<file path="src/rtl/div8_seq.sv">
// Sequential 8-bit restoring divider, one quotient bit per clock, start/busy/done handshake.
// Optional DIV8_SIGNED_EN: two's-complement operands, sign fix-up folded into the final iteration.
module div8_seq (
  input  logic       clk,
  input  logic       rst_n,
  input  logic       start,
  input  logic [7:0] dividend,
  input  logic [7:0] divisor,
  output logic       busy,
  output logic       done,
  output logic [7:0] quotient,
  output logic [7:0] remainder,
  output logic       div_by_zero
);

  typedef enum logic [1:0] {
    S_IDLE = 2'd0,
    S_RUN  = 2'd1,
    S_DONE = 2'd2
  } state_t;

  state_t     state_q, state_d;
  logic [2:0] cnt_q, cnt_d;
  logic [8:0] rem_acc_q, rem_acc_d;
  logic [7:0] quo_acc_q, quo_acc_d;
  logic [7:0] dvd_q, dvd_d;
  logic [7:0] dvs_q, dvs_d;
  logic       busy_q, busy_d;
  logic       done_q, done_d;
  logic [7:0] quotient_q, quotient_d;
  logic [7:0] remainder_q, remainder_d;
  logic       dbz_q, dbz_d;

  logic [8:0] r_shift;
  logic [8:0] diff;
  logic [8:0] r_step;
  logic [7:0] q_step;
  logic [7:0] q_fin;
  logic [7:0] r_fin;
  logic [7:0] r_dbz;
  logic [7:0] dvd_cap;
  logic [7:0] dvs_cap;

`ifdef DIV8_SIGNED_EN
  logic neg_q_q, neg_q_d;
  logic neg_r_q, neg_r_d;

  always_comb begin
    dvd_cap = dividend[7] ? (~dividend + 8'd1) : dividend;
    dvs_cap = divisor[7]  ? (~divisor + 8'd1)  : divisor;
    q_fin   = neg_q_q ? (~q_step + 8'd1) : q_step;
    r_fin   = neg_r_q ? (~r_step[7:0] + 8'd1) : r_step[7:0];
    // re-negating the stored magnitude recovers the original dividend, including -128
    r_dbz   = neg_r_q ? (~dvd_q + 8'd1) : dvd_q;
  end

  always_ff @(posedge clk) begin
    if (!rst_n) begin
      neg_q_q <= 1'b0;
      neg_r_q <= 1'b0;
    end else begin
      neg_q_q <= neg_q_d;
      neg_r_q <= neg_r_d;
    end
  end
`else
  always_comb begin
    dvd_cap = dividend;
    dvs_cap = divisor;
    q_fin   = q_step;
    r_fin   = r_step[7:0];
    r_dbz   = dvd_q;
  end
`endif

  always_comb begin
    r_shift = {rem_acc_q[7:0], dvd_q[7]};
    diff    = r_shift - {1'b0, dvs_q};
    r_step  = diff[8] ? r_shift : diff;
    q_step  = {quo_acc_q[6:0], ~diff[8]};
  end

  always_comb begin
    state_d     = state_q;
    cnt_d       = cnt_q;
    rem_acc_d   = rem_acc_q;
    quo_acc_d   = quo_acc_q;
    dvd_d       = dvd_q;
    dvs_d       = dvs_q;
    quotient_d  = quotient_q;
    remainder_d = remainder_q;
    dbz_d       = dbz_q;
`ifdef DIV8_SIGNED_EN
    neg_q_d     = neg_q_q;
    neg_r_d     = neg_r_q;
`endif
    case (state_q)
      S_IDLE, S_DONE: begin
        state_d = S_IDLE;
        if (start) begin
          dvd_d     = dvd_cap;
          dvs_d     = dvs_cap;
          rem_acc_d = 9'd0;
          quo_acc_d = 8'd0;
          cnt_d     = 3'd0;
          state_d   = S_RUN;
`ifdef DIV8_SIGNED_EN
          neg_q_d   = dividend[7] ^ divisor[7];
          neg_r_d   = dividend[7];
`endif
        end
      end
      S_RUN: begin
        if (dvs_q == 8'd0) begin
          // zero divisor: spend exactly one busy cycle, then report
          quotient_d  = 8'hFF;
          remainder_d = r_dbz;
          dbz_d       = 1'b1;
          state_d     = S_DONE;
        end else begin
          rem_acc_d = r_step;
          quo_acc_d = q_step;
          dvd_d     = {dvd_q[6:0], 1'b0};
          cnt_d     = cnt_q + 3'd1;
          if (cnt_q == 3'd7) begin
            quotient_d  = q_fin;
            remainder_d = r_fin;
            dbz_d       = 1'b0;
            state_d     = S_DONE;
          end
        end
      end
      default: state_d = S_IDLE;
    endcase
    busy_d = (state_d == S_RUN);
    done_d = (state_d == S_DONE);
  end

  always_ff @(posedge clk) begin
    if (!rst_n) begin
      state_q     <= S_IDLE;
      cnt_q       <= 3'd0;
      rem_acc_q   <= 9'd0;
      quo_acc_q   <= 8'd0;
      dvd_q       <= 8'd0;
      dvs_q       <= 8'd0;
      busy_q      <= 1'b0;
      done_q      <= 1'b0;
      quotient_q  <= 8'd0;
      remainder_q <= 8'd0;
      dbz_q       <= 1'b0;
    end else begin
      state_q     <= state_d;
      cnt_q       <= cnt_d;
      rem_acc_q   <= rem_acc_d;
      quo_acc_q   <= quo_acc_d;
      dvd_q       <= dvd_d;
      dvs_q       <= dvs_d;
      busy_q      <= busy_d;
      done_q      <= done_d;
      quotient_q  <= quotient_d;
      remainder_q <= remainder_d;
      dbz_q       <= dbz_d;
    end
  end

  assign busy        = busy_q;
  assign done        = done_q;
  assign quotient    = quotient_q;
  assign remainder   = remainder_q;
  assign div_by_zero = dbz_q;

endmodule
</file>
<file path="config.mk">
export PLATFORM = sky130hd
export DESIGN_NAME = div8_seq
export DESIGN_NICKNAME = d
export VERILOG_FILES = /design/src/rtl/div8_seq.sv
export SDC_FILE = /design/constraint.sdc
export NUM_CORES = 1
export LEC_CHECK = 0
export ABC_AREA = 1
export BUFFER_PORTS_ARGS = -buffer_cell sky130_fd_sc_hd__buf_2
export CORE_UTILIZATION = 50
export DETAILED_ROUTE_END_ITERATION = 8
export PLACE_DENSITY = 0.71
export SLEW_MARGIN = 30
export SYNTH_ARGS = -nofsm -noshare
export SYNTH_HDL_FRONTEND = slang
export SYNTH_SLANG_ARGS = --single-unit
</file>
<file path="constraint.sdc">
create_clock -name clk -period 2.6 [get_ports clk]
set_clock_uncertainty 0.2 [all_clocks]
set_input_delay 0.26 -clock clk [delete_from_list [all_inputs] [get_ports clk]]
set_output_delay 0.26 -clock clk [all_outputs]
set_load 0.05 [all_outputs]
</file>
==> metrics, run 1 <==
area taken by flip-flops and latches=0.001101 sq mm; highest-count cells in the layout ignoring fill and taps=nand2_1, dfxtp_1, a21oi_1; Die Outline Area=0.005860 sq mm; DRC viols=0; vias per cell=5.251; max-capacitance violation count=0; clock latency at the later pin of the worst-skew pair=0.30 ns; number of gates given a new drive strength after cts=0; number of rows in the core area=26; final critical-path required period=2.255 ns; Worst path slowest cell=fa_1; global router's overall resource usage=0.2179; number of vias after detailed routing=2489; pin count of the biggest net entering global routing=30; number of flip-flops and latches in the synthesized netlist=55; post-synth design cell area=0.002779 sq mm; Port Buf Inserts=37; buffers inserted during post-CTS setup optimization=0; global-route wire length before repair=10270 um; Finished Core Util=0.5925; cell repeated most along the worst path=nand2_2; Core Area=0.005238 sq mm; starting utilization of the core area=0.5306; async set-reset flop share out of synthesis=0; number of instances in the synthesized netlist=369; post-detailed-route wirelength per cell=12.95 um; antenna violations before repair=0; most common library cell in the layout ignoring fill and taps=nand2_1; Final setup violation count=0; clock buffers created by TritonCTS=5; share of cells above drive strength 1=0.2005; RSZ-0062 raised after global routing=false; clk slew on worst S/H paths=0.09 ns; outcome=finished clean; average cell area after synthesis=7.531 sq um; number of global-route vias before repair=2207; area delta synth->final=11.66%; horizontal die dimension=76.55 um; clock net sink count=55; count of antenna diodes in the layout=0; number of enable flip-flop cells after synthesis=0; kind of start point of the critical path=flop; max-slew violation total from the final report=0; final antenna-violating net count=0; Hold Fails Final Rpt=0; number of violations reported at the end of detailed-routing iteration 0=128; post-synth net total=399; total wire length=6139 um; Rel. slew slack=0.4659; number of warnings printed during yosys synthesis=0; number of optimization iterations in the first detailed-route pass=4; TritonCTS clock tree=done; maximum VDD drop=0.3868 mV; number of hold buffers added after CTS=0; Die Y-Extent=76.55 um; Ports=38; max frequency=0.4434 GHz; worst-case clock buffer depth=2; most frequently used flop master after synthesis=dfxtp_1; pwr dens=708.9 mW/mm^2; class of the tightest hold or removal check=in2reg; remaining global-route overflow=0; routability-driven placement congestion ratio=0.8996; cell at the root of the clock tree=clkbuf_8; post-detail-place hpwl=4513 um; top fanout value on the critical path=10; Final Cycle Share=0.8675; Filler Cell Count=509; leakage power summed over all cells=1.431 nW; final net count=434; Worst Path Required=2.60 ns; number of distinct library cells after synthesis=30; Crit path largest cell delay=0.42 ns; transition at the pin with the smallest max-transition slack=0.8003 ns; final setup TNS=0 ns; multi-input gate area in the final layout=0.001448 sq mm; worst setup path category=reg2reg; critical path data arrival time=2.25 ns; crit path cell chain=inv_1 > ha_1 > inv_1 > fa_1 > nand2_2 > nand2_2 > nand3_4 > nand2_2 > nand2_4 > nand2_8 > nand2_2 > nand2_2 > o21ai_1 > nand2_1; Critical Path End Type=flop; share of synthesized area occupied by flip-flops and latches=0.3962; number of H-tree levels=2
[flip-flops by register name (all words and copies together) (netlist names)]
name and count:
dvd_q 8, dvs_q 8, remainder 8, cnt_q 3, busy 1, done 1, div_by_zero 1, quo_acc_q 7
rem_acc_q 8, quotient 8, state_q 2
[worst paths after layout]
path                                  from                        end  slack (ns)  cells past startpoint
setup / recovery     dvd_q[7]$_SDFFE_PN0P_  remainder[7]$_SDFFE_PN0P_        0.34                     14
hold / removal                  divisor[0]      dvs_q[0]$_SDFFE_PN0N_       0.006                      3
setup reg to reg     dvd_q[7]$_SDFFE_PN0P_  remainder[7]$_SDFFE_PN0P_        0.34                     14
hold reg to reg   quotient[7]$_SDFFE_PN0P_   quotient[7]$_SDFFE_PN0P_        0.25                      2
[area by class of cell]
class,count,share of cell area
Timing Repair Buffer,42,0.07177
Multi-Input combinational cell,263,0.4665
Sequential cell,55,0.3548
Tap cell,70,0.02823
Clock inverter,1,0.009677
Inverter,37,0.04556
Clock buffer,6,0.02339
[stage by stage]
stage	hold WS, ns	setup slack, ns	cells	total power, mW	instance area, sq um
5_1_grt	0.01223	0.1931	474	2.324	3103
6_report	0.006467	0.3446	474	2.200	3103
4_1_cts	0.007986	0.3583	474	2.207	3103
2_1_floorplan	0.2082	0.5287	369	1.528	2779
3_5_place_dp	0.2293	0.3745	467	1.670	3000
3_3_place_gp	0.2268	0.4436	467	1.664	3000
[power by group]
group,internal [mW],switching (mW)
combinational,0.239,0.490
clock,0.283,0.254
sequential,0.898,0.0356
total,1.42,0.780
[critical path, delay by kind of cell, from the launching register on]
family / cells / cell delay (ns)
compound gates: 1 / 0.12
fa+ha+maj: 2 / 0.58
buf+inv: 2 / 0.18
flops: 1 / 0.30
simple gates: 9 / 0.76
[cell families after synthesis]
| family | share of synthesized area |
|---|---|
| simple gates | 0.2801 |
| flops | 0.3962 |
| xor+xnor | 0.009457 |
| buf+inv | 0.08285 |
| compound gates | 0.1792 |
| fa+ha+maj | 0.05223 |
[synthesized netlist by cell type, types with 3 or more instances]
library cell | instances | share of area
buf_6 | 4 | 0.016
o21ai_0 | 37 | 0.067
inv_1 | 33 | 0.045
nand2_1 | 87 | 0.12
a21oi_2 | 4 | 0.013
nor2_4 | 3 | 0.012
ha_1 | 10 | 0.045
nor2_1 | 10 | 0.014
a31oi_1 | 4 | 0.0090
nand2_2 | 13 | 0.029
xnor2_1 | 3 | 0.0095
a21oi_1 | 42 | 0.076
nand2_4 | 3 | 0.012
clkbuf_1 | 7 | 0.0095
dfxtp_1 | 55 | 0.40
inv_2 | 3 | 0.0041
nand3_1 | 31 | 0.056
nand3b_1 | 4 | 0.011
[per-layer routing]
| metal | GRT usage | vias to the layer above | part of all wire |
|---|---|---|---|
| li1 | - | 1283 | - |
| met1 | 0.2892 | 1144 | 0.47 |
| met2 | 0.3667 | 53 | 0.48 |
| met3 | 0.03353 | 9 | 0.035 |
| met4 | 0.05769 | 0 | 0.011 |
| met5 | 0 | - | 0 |
Note: power is estimated with default switching activity, not from simulation.
==> inputs of run 2 (changes only) <==
- ABC_AREA: 1 -> default
- CTS_CLUSTER_SIZE: default -> 30
==> metrics, run 2 <==
start point of the worst min-delay path=dividend[3]; vias per cell=5.870 (+12%); number of vias after detailed routing=2853 (+15%); max-slew violation total from the final report=0 (unchanged); final critical-path required period=2.479 ns (+0.2238 ns); Hold Fails Final Rpt=1 (+1); area delta synth->final=20.50%; number of instances in the synthesized netlist=356 (-3.5%); class of the tightest hold or removal check=in2reg; global router's overall resource usage=0.2571 (+0.03927); cell types occupying the most area after synthesis=dfxtp_1, nand2_1, a21oi_1; minimum setup slack after placement=0.04473 ns (-0.3298 ns); final setup TNS=0 ns (unchanged); number of enable flip-flop cells after synthesis=0 (unchanged); Ports=38 (unchanged); DRC viols=0 (unchanged); final worst slack=0.1208 ns (-0.2238 ns); Final Cycle Share=0.9535 (+0.08608); portion of netlist area occupied by mux cells=0.02716 (+0.02716); clock net sink count=55 (unchanged); most frequently used flop master after synthesis=dfxtp_1; number of violations reported at the end of detailed-routing iteration 0=181 (+41%); placed cells=464 (-0.64%); Port Buf Inserts=37 (unchanged); worst hold slack across all endpoints=-0.004464 ns (-0.01093 ns); number of warnings printed during yosys synthesis=0 (unchanged); TritonCTS clock tree=done; post-synth design cell area=0.002948 sq mm (+6.1%); failing checks=hold timing; number of distinct library cells after synthesis=63 (+110%); number of rows in the core area=27 (+3.8%); arithmetic-cell share of the synthesized area counting full adders, half adders and majority gates=0.04924 (-0.002993); pwr dens=631.1 mW/mm^2 (-11%); Rel. slew slack=0.6472 (+0.1813); leakage power summed over all cells=1.469 nW (+2.7%); total wire length=7470 um (+22%); share of synthesized area occupied by flip-flops and latches=0.3735 (-0.02270); Die Outline Area=0.006207 sq mm (+5.9%); simple-gate area share of the yosys netlist=0.2394 (-0.04067); Worst path slowest cell=fa_2; antenna violations before repair=0 (unchanged); highest-count cells in the layout ignoring fill and taps=dfxtp_1, nand2_1, buf_2; Filler Cell Count=536 (+5.3%); post-detailed-route wirelength per cell=15.37 um (+19%); number of global-route vias before repair=2705 (+23%); critical path data arrival time=2.50 ns (+0.25 ns); number of flip-flops and latches in the synthesized netlist=55 (unchanged); count of antenna diodes in the layout=0 (unchanged); clock buffers created by TritonCTS=5 (unchanged); area share of the largest cell type after synthesis=0.3735 (-0.02270); horizontal die dimension=78.79 um (+2.9%); worst setup path category=reg2reg; max frequency=0.4034 GHz (-9.0%); worst-case clock buffer depth=2 (unchanged); share of cells above drive strength 1=0.2077 (+0.007234); number of standard cells in the final layout excluding fillers=486 (+2.5%); average cell area after synthesis=8.280 sq um (+10%); crit path cell chain=inv_1 > ha_1 > inv_1 > fa_2 > a211oi_4 > o211a_1 > o211a_4 > buf_4 > mux2i_1 > a22o_1; Final setup violation count=0 (unchanged); number of H-tree levels=2 (unchanged); most common library cell in the layout ignoring fill and taps=dfxtp_1; routability-driven placement congestion ratio=0.8741 (-2.8%); clk slew on worst S/H paths=0.11 ns (+0.02 ns); final net count=443 (+2.1%); most frequent cell after synthesis=dfxtp_1; async set-reset flop share out of synthesis=0 (unchanged); most common library cells after synthesis=dfxtp_1, nand2_1, nor2_1; XOR/XNOR share of the synthesized area=0.01486 (+0.005400); post-detail-place hpwl=5389 um (+19%); top fanout value on the critical path=7 (-3); number of optimization iterations in the first detailed-route pass=5 (+1); Core Area=0.005608 sq mm (+7.1%); final antenna-violating net count=0 (unchanged); post-synth net total=386 (-3.3%); kind of start point of the critical path=flop; starting utilization of the core area=0.5257 (-0.004920); launch instance of the worst register-to-register path=dvd_q[7]$_SDFFE_PN0P_; Critical Path End Type=flop; max-capacitance violation count=0 (unchanged); pin count of the biggest net entering global routing=24 (-20%); maximum VDD drop=0.4338 mV (+12%); transition at the pin with the smallest max-transition slack=0.5286 ns (-0.2716 ns); Die Y-Extent=78.79 um (+2.9%); cell type contributing the most total cell area after synthesis=dfxtp_1; cell repeated most along the worst path=inv_1; clock latency at the later pin of the worst-skew pair=0.32 ns (+0.02 ns); global-route wire length before repair=12630 um (+23%); cell at the root of the clock tree=clkbuf_8; Crit path largest cell delay=0.37 ns (-0.05 ns); launching element of the worst setup path=dvd_q[7]$_SDFFE_PN0P_; Worst Path Required=2.62 ns (+0.02 ns); remaining global-route overflow=0 (unchanged); outcome=finished, violations left; dominant combinational cell family by area after synthesis=compound AO/OA/AOI/OAI gates; synthesized-area fraction occupied by ao, oa, aoi and oai cells=0.2415 (+0.06231)
-- run 2: cell count changes in the layout (fill, tap and decap cells not counted), sizes merged, moves of 9 or more --
cell         change
a211oi           +9
a21oi           -14
o21ai           -26
inv             -21
nand3           -13
nor2            +23
buf             +16
dlygate4sd3     +13
nand2           -60
-- run 2: cell families (layout without fill, tap and decap cells) --
kind of cell,Yosys count,count (layout)
buffers and inverters,36,94
AOI/OAI and AO/OA,104,104
DFF,55,55
muxes,8,8
adders and majority gates,11,11
xor gates and xnor gates,5,5
and+or+nand+nor,137,137
-- run 2: path summary, 6_finish.rpt --
path | end | slack, ns | cells after the start
max | rem_acc_q[2]$_SDFFE_PN0P_ | 0.12 | 10
min | dvd_q[3]$_SDFFE_PN0P_ | -0.004 | 3
max reg2reg | rem_acc_q[2]$_SDFFE_PN0P_ | 0.12 | 10
min reg2reg | cnt_q[2]$_SDFFE_PN0P_ | 0.27 | 2
-- run 2: worst max-delay path, delay by kind of cell (launching register included) --
kind	cells	cell delay (ns)
compound gates	4	0.96
fa+ha+maj	2	0.53
flops	1	0.33
buf+inv	3	0.29
mux	1	0.08
-- run 2: report_power, final --
group          total (mW)  internal (mW)  switching (mW)
sequential          0.943          0.897          0.0459
combinational       0.791          0.314           0.476
clock               0.508          0.199           0.309
total                2.24           1.41           0.832
-- run 2: repair_timing --
item,in CTS,in global routing
gates resized for setup,0,8
hold buffers,13,0
setup endpoints to repair,0,12
hold endpoints to repair,13,0
setup buffers,0,1
-- run 2: area by class of cell --
cell class,count,area [sq um],area share
clock buffers,5,68.82,0.01937
flip-flops and latches,55,1101,0.3100
repair buffers,71,476.7,0.1342
inverters,15,56.30,0.01585
clock inverters,3,27.53,0.007749
multi-input cells,265,1732,0.4875
well taps,72,90.09,0.02536
-- run 2: metal layers --
metal  part of all wire  routed length, um  GRT usage  vias to the layer above
met4              0.020                147    0.09074                        0
met1               0.45               3373     0.3555                     1329
met2               0.47               3495     0.3983                       98
met5                  0                  0          0                        -
met3              0.061                454    0.04828                       15
li1                   -                  -          -                     1411
-- run 2: metrics by stage --
step | total power [mW] | util | area [sq um] | hold WS, ns
after detailed placement | 1.677 | 0.5830 | 3269 | 0.2524
after global routing | 2.370 | 0.6334 | 3552 | 0.007674
after CTS | 2.192 | 0.6234 | 3496 | 0.0007049
final | 2.242 | 0.6334 | 3552 | -0.004464
after global placement | 1.666 | 0.5830 | 3269 | 0.2427
after floorplan | 1.492 | - | 2948 | 0.1960
==> inputs of run 3 (changes only) <==
==> constraint.sdc (replaced) <==
create_clock -name clk -period 2.6 [get_ports clk]
set_clock_uncertainty 0.2 [all_clocks]
set_input_delay 0.13 -clock clk [delete_from_list [all_inputs] [get_ports clk]]
set_output_delay 0.13 -clock clk [all_outputs]
set_load 0.05 [all_outputs]
==> metrics, run 3 (synthesis results as in run 2) <==
outcome=finished clean; antenna violations before repair=0 (unchanged); final net count=446 (+0.68%); top fanout value on the critical path=7 (unchanged); final critical-path required period=2.473 ns (-0.005908 ns); area delta synth->final=21.52%; Filler Cell Count=533 (-0.56%); transition at the pin with the smallest max-transition slack=0.5234 ns (-0.005291 ns); Ports=38 (unchanged); final setup TNS=0 ns (unchanged); pin count of the biggest net entering global routing=24 (unchanged); clock net sink count=55 (unchanged); count of antenna diodes in the layout=0 (unchanged); number of rows in the core area=27 (unchanged); remaining global-route overflow=0 (unchanged); most common library cell in the layout ignoring fill and taps=dfxtp_1; Final Cycle Share=0.9513 (-0.002272); pwr dens=629.7 mW/mm^2 (-0.22%); DRC viols=0 (unchanged); Finished Core Util=0.6388 (+0.005354); area taken by flip-flops and latches=0.001101 sq mm (unchanged); routability-driven placement congestion ratio=0.8741 (unchanged); Core Area=0.005608 sq mm (unchanged); critical path data arrival time=2.50 ns (about the same); max-slew violation total from the final report=0 (unchanged); number of optimization iterations in the first detailed-route pass=5 (unchanged); Port Buf Inserts=37 (unchanged); Critical Path End Type=flop; leakage power summed over all cells=1.482 nW (+0.85%); number of global-route vias before repair=2730 (+0.92%); share of cells above drive strength 1=0.2062 (-0.001494); post-detail-place hpwl=5389 um (unchanged); Hold Fails Final Rpt=0 (-1); global router's overall resource usage=0.2593 (+0.002212); post-detailed-route wirelength per cell=15.38 um (about the same); worst setup path category=reg2reg; clk slew on worst S/H paths=0.11 ns (about the same); Rel. slew slack=0.6507 (+0.003531); Worst Path Required=2.63 ns (about the same); global-route wire length before repair=12740 um (+0.87%); maximum VDD drop=0.4336 mV (about the same); class of the tightest hold or removal check=in2reg; worst-case clock buffer depth=2 (unchanged); max-capacitance violation count=0 (unchanged); multi-input gate area in the final layout=0.001732 sq mm (unchanged); TritonCTS clock tree=done; final antenna-violating net count=0 (unchanged); clock buffers created by TritonCTS=5 (unchanged); Final setup violation count=0 (unchanged); number of vias after detailed routing=2863 (+0.35%); cell at the root of the clock tree=clkbuf_8; kind of start point of the critical path=flop; Die Y-Extent=78.79 um (unchanged); total wire length=7519 um (+0.66%); starting utilization of the core area=0.5257 (unchanged); horizontal die dimension=78.79 um (unchanged); number of violations reported at the end of detailed-routing iteration 0=197 (+8.8%); number of H-tree levels=2 (unchanged); max frequency=0.4043 GHz (+0.24%); vias per cell=5.855 (-0.27%); Die Outline Area=0.006207 sq mm (unchanged); highest-count cells in the layout ignoring fill and taps=dfxtp_1, nand2_1, buf_2; clock latency at the later pin of the worst-skew pair=0.32 ns (about the same)
[run 3: final cells by class]
| cell class | instances | share of cell area |
|---|---|---|
| Multi-Input combinational cell | 265 | 0.4834 |
| Sequential cell | 55 | 0.3074 |
| Timing Repair Buffer | 74 | 0.1415 |
| Tap cell | 72 | 0.02515 |
| Clock buffer | 5 | 0.01921 |
| Inverter | 15 | 0.01572 |
| Clock inverter | 3 | 0.007684 |
[run 3: critical path, cell delays in order (launching register included)]
cell,delay [ns]
dfxtp_1,0.33
inv_1,0.07
ha_1,0.16
inv_1,0.05
fa_2,0.37
a211oi_4,0.30
o211a_1,0.24
o211a_4,0.21
buf_4,0.16
mux2i_1,0.08
a22o_1,0.21
[run 3: where the power goes]
group          internal (mW)  switching, mW  total (mW)  leakage, nW
Clock                  0.199          0.319       0.518       0.0463
Sequential             0.897         0.0462       0.944        0.448
Combinational          0.317          0.477       0.795        0.987
Total                   1.41          0.842        2.26         1.48
[run 3: worst paths after layout]
path | from | slack, ns | depth (start not counted) | end
setup / recovery | dvd_q[7]$_SDFFE_PN0P_ | 0.13 | 10 | rem_acc_q[2]$_SDFFE_PN0P_
hold / removal | dividend[7] | 0.03 | 3 | dvd_q[7]$_SDFFE_PN0P_
setup reg to reg | dvd_q[7]$_SDFFE_PN0P_ | 0.13 | 10 | rem_acc_q[2]$_SDFFE_PN0P_
hold reg to reg | cnt_q[2]$_SDFFE_PN0P_ | 0.27 | 2 | cnt_q[2]$_SDFFE_PN0P_
[run 3: layer usage]
layer,vias to the layer above,part of all wire,global-route usage
li1,1420,-,-
met1,1321,0.46,0.3577
met2,105,0.46,0.4017
met3,17,0.060,0.04828
met4,0,0.025,0.09444
met5,-,0,0
[run 3: timing repair]
action / CTS / global route
setup buffers: 0 / 1
gates resized for setup: 0 / 8
endpoints found under the setup margin: 0 / 12
hold buffers: 16 / 0
endpoints found under the hold margin: 17 / 0
[run 3: through the flow]
stage / power, mW / instances / setup slack, ns / cell area, sq um / hold slack [ns]
after floorplan: 1.492 / 356 / 0.1854 / 2948 / 0.06599
after global placement: 1.666 / 464 / 0.1321 / 3269 / 0.1722
after detailed placement: 1.677 / 464 / 0.04473 / 3269 / 0.1760
after CTS: 2.196 / 488 / 0.004893 / 3526 / 0.04133
after global routing: 2.374 / 489 / -0.03139 / 3582 / 0.05348
final: 2.256 / 489 / 0.1267 / 3582 / 0.02849
